==> src/rtl/instr_loader_pkg.sv <==
// Shared definitions for the instruction loader: state encodings, error codes and the
// ID-stage opcode constants reused by the optional opcode check.
package instr_loader_pkg;

   typedef enum logic [2:0] {
      LDR_ST_IDLE  = 3'd0,
      LDR_ST_LOAD  = 3'd1,
      LDR_ST_WRITE = 3'd2,
      LDR_ST_DONE  = 3'd3,
      LDR_ST_ERROR = 3'd4
   } ldr_state_e;

   localparam logic [1:0] LDR_ERR_NONE     = 2'd0;
   localparam logic [1:0] LDR_ERR_TIMEOUT  = 2'd1;
   localparam logic [1:0] LDR_ERR_OVERFLOW = 2'd2;
   localparam logic [1:0] LDR_ERR_BAD_OP   = 2'd3;

   localparam logic [5:0] OPCODE_RTYPE = 6'd0;
   localparam logic [5:0] OPCODE_J     = 6'd2;
   localparam logic [5:0] OPCODE_JAL   = 6'd3;
   localparam logic [5:0] OPCODE_BEQ   = 6'd4;
   localparam logic [5:0] OPCODE_BNE   = 6'd5;
   localparam logic [5:0] OPCODE_ADDI  = 6'd8;
   localparam logic [5:0] OPCODE_ADDIU = 6'd9;
   localparam logic [5:0] OPCODE_SLTI  = 6'd10;
   localparam logic [5:0] OPCODE_SLTIU = 6'd11;
   localparam logic [5:0] OPCODE_ANDI  = 6'd12;
   localparam logic [5:0] OPCODE_ORI   = 6'd13;
   localparam logic [5:0] OPCODE_XORI  = 6'd14;
   localparam logic [5:0] OPCODE_LUI   = 6'd15;
   localparam logic [5:0] OPCODE_LB    = 6'd32;
   localparam logic [5:0] OPCODE_LH    = 6'd33;
   localparam logic [5:0] OPCODE_LW    = 6'd35;
   localparam logic [5:0] OPCODE_LBU   = 6'd36;
   localparam logic [5:0] OPCODE_LHU   = 6'd37;
   localparam logic [5:0] OPCODE_LWU   = 6'd39;
   localparam logic [5:0] OPCODE_SB    = 6'd40;
   localparam logic [5:0] OPCODE_SH    = 6'd41;
   localparam logic [5:0] OPCODE_SW    = 6'd43;

endpackage

==> src/rtl/instr_loader_opcheck.sv <==
// Combinational check: is this opcode one the ID-stage control decoder implements?
module instr_loader_opcheck
   import instr_loader_pkg::*;
(
   input  logic [5:0] opcode_i,
   output logic       supported_o
);

   always_comb begin
      supported_o = 1'b0;
      case (opcode_i)
         OPCODE_RTYPE, OPCODE_J, OPCODE_JAL, OPCODE_BEQ, OPCODE_BNE,
         OPCODE_ADDI, OPCODE_ADDIU, OPCODE_SLTI, OPCODE_SLTIU,
         OPCODE_ANDI, OPCODE_ORI, OPCODE_XORI, OPCODE_LUI,
         OPCODE_LB, OPCODE_LH, OPCODE_LW, OPCODE_LBU, OPCODE_LHU, OPCODE_LWU,
         OPCODE_SB, OPCODE_SH, OPCODE_SW: supported_o = 1'b1;
         default:                         supported_o = 1'b0;
      endcase
   end

endmodule

==> src/rtl/instr_loader.sv <==
// Byte-stream to instruction-memory loader: big-endian word assembly, halt/overflow/timeout
// termination. Define LOADER_OPCODE_CHECK_EN to reject opcodes the decoder does not implement.
module instr_loader
   import instr_loader_pkg::*;
#(
   parameter int unsigned ADDR_W         = 8,
   parameter logic [31:0] HALT_WORD      = 32'hFFFF_FFFF,
   parameter int unsigned TIMEOUT_CYCLES = 100000
) (
   input  logic              i_clk,
   input  logic              i_rst,
   input  logic              i_start,
   input  logic [7:0]        i_rx_data,
   input  logic              i_rx_valid,
   output logic              o_imem_we,
   output logic [ADDR_W-1:0] o_imem_addr,
   output logic [31:0]       o_imem_wdata,
   output logic              o_busy,
   output logic              o_done,
   output logic              o_error,
   output logic [1:0]        o_err_code,
   output logic [ADDR_W:0]   o_word_count
);

   localparam int unsigned       TmoW     = $clog2(TIMEOUT_CYCLES + 1);
   localparam logic [TmoW-1:0]   TmoLimit = TmoW'(TIMEOUT_CYCLES);
   localparam logic [ADDR_W-1:0] AddrMax  = '1;

   ldr_state_e        state_q, state_d;
   logic [ADDR_W-1:0] addr_q, addr_d;
   logic [1:0]        byte_cnt_q, byte_cnt_d;
   logic [31:0]       shift_q, shift_d;
   logic [TmoW-1:0]   tmo_q, tmo_d;
   logic [ADDR_W:0]   wcnt_q, wcnt_d;
   logic [1:0]        err_q, err_d;
   logic [ADDR_W-1:0] waddr_q, waddr_d;
   logic [31:0]       wdata_q, wdata_d;

   logic [31:0] rx_word;
   logic        last_byte;
   logic        tmo_hit;
   logic        op_bad;

   assign rx_word   = {shift_q[23:0], i_rx_data};
   assign last_byte = (state_q == LDR_ST_LOAD) && i_rx_valid && (byte_cnt_q == 2'd3);
   // A byte in the would-be timeout cycle wins, so only idle cycles can hit the limit.
   assign tmo_hit   = (state_q == LDR_ST_LOAD) && !i_rx_valid && (byte_cnt_q != 2'd0) &&
                      ((tmo_q + TmoW'(1)) == TmoLimit);

`ifdef LOADER_OPCODE_CHECK_EN
   logic op_supported;

   instr_loader_opcheck u_opcheck (
      .opcode_i    (rx_word[31:26]),
      .supported_o (op_supported)
   );

   assign op_bad = (rx_word != HALT_WORD) && !op_supported;
`else
   assign op_bad = 1'b0;
`endif

   always_ff @(posedge i_clk or posedge i_rst) begin
      if (i_rst) begin
         state_q    <= LDR_ST_IDLE;
         addr_q     <= '0;
         byte_cnt_q <= '0;
         shift_q    <= '0;
         tmo_q      <= '0;
         wcnt_q     <= '0;
         err_q      <= LDR_ERR_NONE;
         waddr_q    <= '0;
         wdata_q    <= '0;
      end else begin
         state_q    <= state_d;
         addr_q     <= addr_d;
         byte_cnt_q <= byte_cnt_d;
         shift_q    <= shift_d;
         tmo_q      <= tmo_d;
         wcnt_q     <= wcnt_d;
         err_q      <= err_d;
         waddr_q    <= waddr_d;
         wdata_q    <= wdata_d;
      end
   end

   always_comb begin
      state_d = state_q;
      unique case (state_q)
         LDR_ST_IDLE, LDR_ST_DONE, LDR_ST_ERROR: begin
            if (i_start) state_d = LDR_ST_LOAD;
         end
         LDR_ST_LOAD: begin
            if (last_byte)    state_d = op_bad ? LDR_ST_ERROR : LDR_ST_WRITE;
            else if (tmo_hit) state_d = LDR_ST_ERROR;
         end
         LDR_ST_WRITE: begin
            if (wdata_q == HALT_WORD)  state_d = LDR_ST_DONE;
            else if (addr_q == AddrMax) state_d = LDR_ST_ERROR;
            else                        state_d = LDR_ST_LOAD;
         end
         default: state_d = LDR_ST_IDLE;
      endcase
   end

   always_comb begin
      addr_d     = addr_q;
      byte_cnt_d = byte_cnt_q;
      shift_d    = shift_q;
      tmo_d      = tmo_q;
      wcnt_d     = wcnt_q;
      err_d      = err_q;
      waddr_d    = waddr_q;
      wdata_d    = wdata_q;
      unique case (state_q)
         LDR_ST_IDLE, LDR_ST_DONE, LDR_ST_ERROR: begin
            if (i_start) begin
               addr_d     = '0;
               byte_cnt_d = '0;
               shift_d    = '0;
               tmo_d      = '0;
               wcnt_d     = '0;
               err_d      = LDR_ERR_NONE;
            end
         end
         LDR_ST_LOAD: begin
            if (i_rx_valid) begin
               shift_d    = rx_word;
               byte_cnt_d = byte_cnt_q + 2'd1;
               tmo_d      = '0;
               if (byte_cnt_q == 2'd3) begin
                  waddr_d = addr_q;
                  if (op_bad) err_d   = LDR_ERR_BAD_OP;
                  else        wdata_d = rx_word;
               end
            end else if (byte_cnt_q != 2'd0) begin
               tmo_d = tmo_q + TmoW'(1);
               if (tmo_hit) err_d = LDR_ERR_TIMEOUT;
            end
         end
         LDR_ST_WRITE: begin
            addr_d = addr_q + ADDR_W'(1);
            wcnt_d = wcnt_q + (ADDR_W + 1)'(1);
            if ((wdata_q != HALT_WORD) && (addr_q == AddrMax)) err_d = LDR_ERR_OVERFLOW;
            // Reception overlaps the write: this byte starts the next word.
            if (i_rx_valid) begin
               shift_d    = rx_word;
               byte_cnt_d = byte_cnt_q + 2'd1;
               tmo_d      = '0;
            end
         end
         default: ;
      endcase
   end

   always_comb begin
      o_imem_we    = (state_q == LDR_ST_WRITE);
      o_busy       = (state_q == LDR_ST_LOAD) || (state_q == LDR_ST_WRITE);
      o_done       = (state_q == LDR_ST_DONE);
      o_error      = (state_q == LDR_ST_ERROR);
      o_err_code   = err_q;
      o_word_count = wcnt_q;
      o_imem_addr  = waddr_q;
      o_imem_wdata = wdata_q;
   end

endmodule

==> config.mk <==
export PLATFORM = sky130hd
export DESIGN_NAME = instr_loader
export DESIGN_NICKNAME = d
export VERILOG_FILES = /design/src/rtl/instr_loader_pkg.sv /design/src/rtl/instr_loader_opcheck.sv /design/src/rtl/instr_loader.sv
export SDC_FILE = /design/constraint.sdc
export NUM_CORES = 1
export LEC_CHECK = 0
export ABC_CLOCK_PERIOD_IN_PS = 8500
export CORE_MARGIN = 2
export CORE_UTILIZATION = 30
export CTS_BUF_LIST = sky130_fd_sc_hd__clkbuf_16
export DETAILED_ROUTE_END_ITERATION = 8
export GPL_TIMING_DRIVEN = 0
export SLEW_MARGIN = 20
export SYNTH_ARGS = -nofsm -noshare
export SYNTH_HDL_FRONTEND = slang
export SYNTH_SLANG_ARGS = --single-unit
==> constraint.sdc <==
create_clock -name i_clk -period 8.5 [get_ports i_clk]
set_input_delay 1.275 -clock i_clk [delete_from_list [all_inputs] [get_ports i_clk]]
set_output_delay 1.275 -clock i_clk [all_outputs]
set_load 0.1 [all_outputs]
==> run metrics <==
yosys warns 0; I/O Buffers 64; gpl congestion 0.834; post-CTS setup buffer count 0; Slowest cell on crit path clkdlybuf4s50_1; initial core utilization 0.303; NumNets Final 594; initial antenna violation count 0; vias in the first global route 4019; Hold Path Class reg2reg; routed vias/inst 5.03; H-Tree Depth 3; cts-stage hold buffer count 0; clock power share 0.185; Pint 0.00113 W; Final setup viols 0; Antenna Cells 0; Bufs on Longest Clock Path 2; aggregate global routing overflow 0; Max Cap Viol 0; core footprint 16400 um2; chip width 133 um; CP max stage delay 1.24 ns; pre-CTS WS 4.19 ns; slew at the pin closest to its max-slew limit 1.02 ns; RSZ-0062 raised after global routing no; Post-synth top flop dfrtp_1; highest metal used met4; met2 wire len 5790 um; CTS buffer count 9; Mapped Cells 501; Max Slew Vio Count 0; Crit. End Element primary output; final setup margin 3.84 ns; Psw 0.00111 W; Yosys top cell area share 0.528; Routed met3 length 563 um; via count 4032; switching portion of total power 0.497; final wirelength 12200 um; r2r setup slk 5.73 ns; Comb power frac 0.480; status finished, final reports clean; CP required 7.22 ns; layout cell share with drive strength beyond 1 0.125; achievable frequency 214 MHz; post-DP HPWL 8790 um; largest net degree at the start of global routing 70; Synth area leaders dfrtp_1, mux2_2, o21ai_0, nand2_1, nand3_1; 1st-pass router iterations 4; first-pass GRT wire length 20400 um; clk_skew 0.00726 ns; antenna-violating nets left 0; root buf cell clkbuf_16; CP Depth 6; terminus of the critical flop-to-flop path o_err_code[1]$_DFFE_PP0P_; clock-pin slew on the worst setup and hold paths 0.07 ns; Post-Syn Area 4980 um2; CP cell instances buf_2 > or3_1 > clkbuf_1 > nand2_1 > clkbuf_1 > clkdlybuf4s50_1; final period utilization 0.549; sequential share of the synthesized area 0.528; synth cell count leaders dfrtp_1, nand2_1, o21ai_0; Leak Pwr 2.67 nW; asr flop ratio synth 1.00; WS Path Type reg2out; row cnt 47; worst flop-to-flop path startpoint tmo_q[0]$_DFFE_PP0P_; reg2reg path depth 7; crit path from state_q[0]$_DFFE_PP0P_; gr usage total 0.144; crit path launch type flop; CTS tree built; clk_lat worst skew 0.35 ns; Synth cell types 54; routed len/inst 15.2 um; Mean Syn Cell Area 9.93 um2; cell accounting for the most synthesized area dfrtp_1; area delta synth->final 25.1%; Syn Nets 518; Fin. Hold Viols 0; max_slew headroom 0.316; Max VDD drop 0.342 mV; Seq pwr share 0.334; sinks on the clock net 105; met1 wire length 5500 um; post_cts resized 0; Final TNS setup 0 ns; Pwr per Cell Area 360 nW/um2; Arrival @ worst endpoint 3.39 ns; I/O pin total 67; # DRC 0; Die Ht 133 um; FF+latch count, synth 105; cell family with most CP delay buffers and inverters; post-route minimum period 4.66 ns; DIE AREA 17600 um2; drt first-iter violations 185; critical path endpoint o_busy; most used cell, CP clkbuf_1; EDFF count, synth 0; Crit Path Max Fanout 10; worst path bufs/invs 4; count leader, synth dfrtp_1
[state kept, by name, summed over array words and instances (netlist names)]
register      count
addr_q            8
byte_cnt_q        2
o_err_code        2
o_imem_addr       8
o_imem_wdata     32
o_word_count      9
shift_q          24
state_q           3
tmo_q            17
[worst reg2reg max path, cell delays in order (launching register included)]
cell     delay (ns)
dfrtp_1        0.42
ha_1           0.36
nand4_4        0.21
or2_1          0.29
o32a_1         0.36
or4_1          0.49
nor4_1         0.39
o21ai_1        0.12
[worst min-delay path by stage]
| stage | startpoint | endpoint | slack, ns | cells after the start |
|---|---|---|---|---|
| after floorplan | shift_q[16]$_DFFE_PP0P_ | shift_q[16]$_DFFE_PP0P_ | 0.45 | 2 |
| after global placement | shift_q[22]$_DFFE_PP0P_ | shift_q[22]$_DFFE_PP0P_ | 0.47 | 2 |
| after detailed placement | shift_q[22]$_DFFE_PP0P_ | shift_q[22]$_DFFE_PP0P_ | 0.47 | 2 |
| after CTS | shift_q[22]$_DFFE_PP0P_ | shift_q[22]$_DFFE_PP0P_ | 0.48 | 2 |
| after global routing | shift_q[22]$_DFFE_PP0P_ | shift_q[22]$_DFFE_PP0P_ | 0.51 | 2 |
| final | shift_q[22]$_DFFE_PP0P_ | shift_q[22]$_DFFE_PP0P_ | 0.48 | 2 |
[cell usage in the layout, fill, tap and decap left out, types with 5 or more instances in the layout]
master and n:
o21ai_0 69, inv_1 7, nand3_1 22, nor2_1 26, nor3_1 6, a31oi_1 6, ha_1 5, dfrtp_1 105
nand4_1 16, clkbuf_1 20, clkdlybuf4s50_1 64, nand2_1 91, xnor2_1 7, clkbuf_16 9, a21oi_1 9, mux2_2 40
[routing by layer]
| layer | vias to the layer above | global-route usage |
|---|---|---|
| met5 | - | 0 |
| met4 | 0 | 0.0621 |
| met3 | 24 | 0.0333 |
| met2 | 107 | 0.233 |
| met1 | 1972 | 0.186 |
| li1 | 1929 | - |
[cell families (layout without fill, tap and decap cells)]
kind of cell / count (synthesis) / in the layout / synth area share
flip-flops: 105 / 105 / 0.528
multiplexers: 44 / 44 / 0.0985
adder cells (fa/ha/maj): 5 / 5 / 0.0126
buffers and inverters: 37 / 118 / 0.0299
AND/OR/NAND/NOR: 198 / 198 / 0.199
AO/OA/AOI/OAI: 104 / 104 / 0.118
XOR/XNOR: 8 / 8 / 0.0141
[through the flow]
stage               utilization  instances  power [W]  hold slack, ns  instance area [um2]
floorplan                     -        501    0.00155           0.446                 4980
global placement          0.359        785    0.00182           0.466                 5890
detailed placement        0.361        786    0.00184           0.467                 5930
CTS                       0.379        802    0.00226           0.483                 6230
global route              0.379        802    0.00236           0.512                 6230
finish                    0.379        802    0.00224           0.480                 6230
[cell type report]
| type | instances | area, um2 |
|---|---|---|
| buffer | 27 | 111 |
| clock buffer | 9 | 225 |
| clock inverter | 7 | 70.1 |
| fill | 1638 | 10200 |
| inverter | 10 | 42.5 |
| multi-input combinational | 359 | 2210 |
| sequential | 105 | 2630 |
| tap | 220 | 275 |
| timing repair buffer | 65 | 668 |
[power groups by stage]
stage               Combinational, W  Clock, W  Sequential (W)
floorplan                   0.000319         0         0.00123
global placement             0.00107         0        0.000754
detailed placement           0.00108         0        0.000757
CTS                          0.00108  0.000426        0.000750
global route                 0.00114  0.000450        0.000769
finish                       0.00108  0.000415        0.000749
Note: power is estimated with default switching activity, not from simulation.
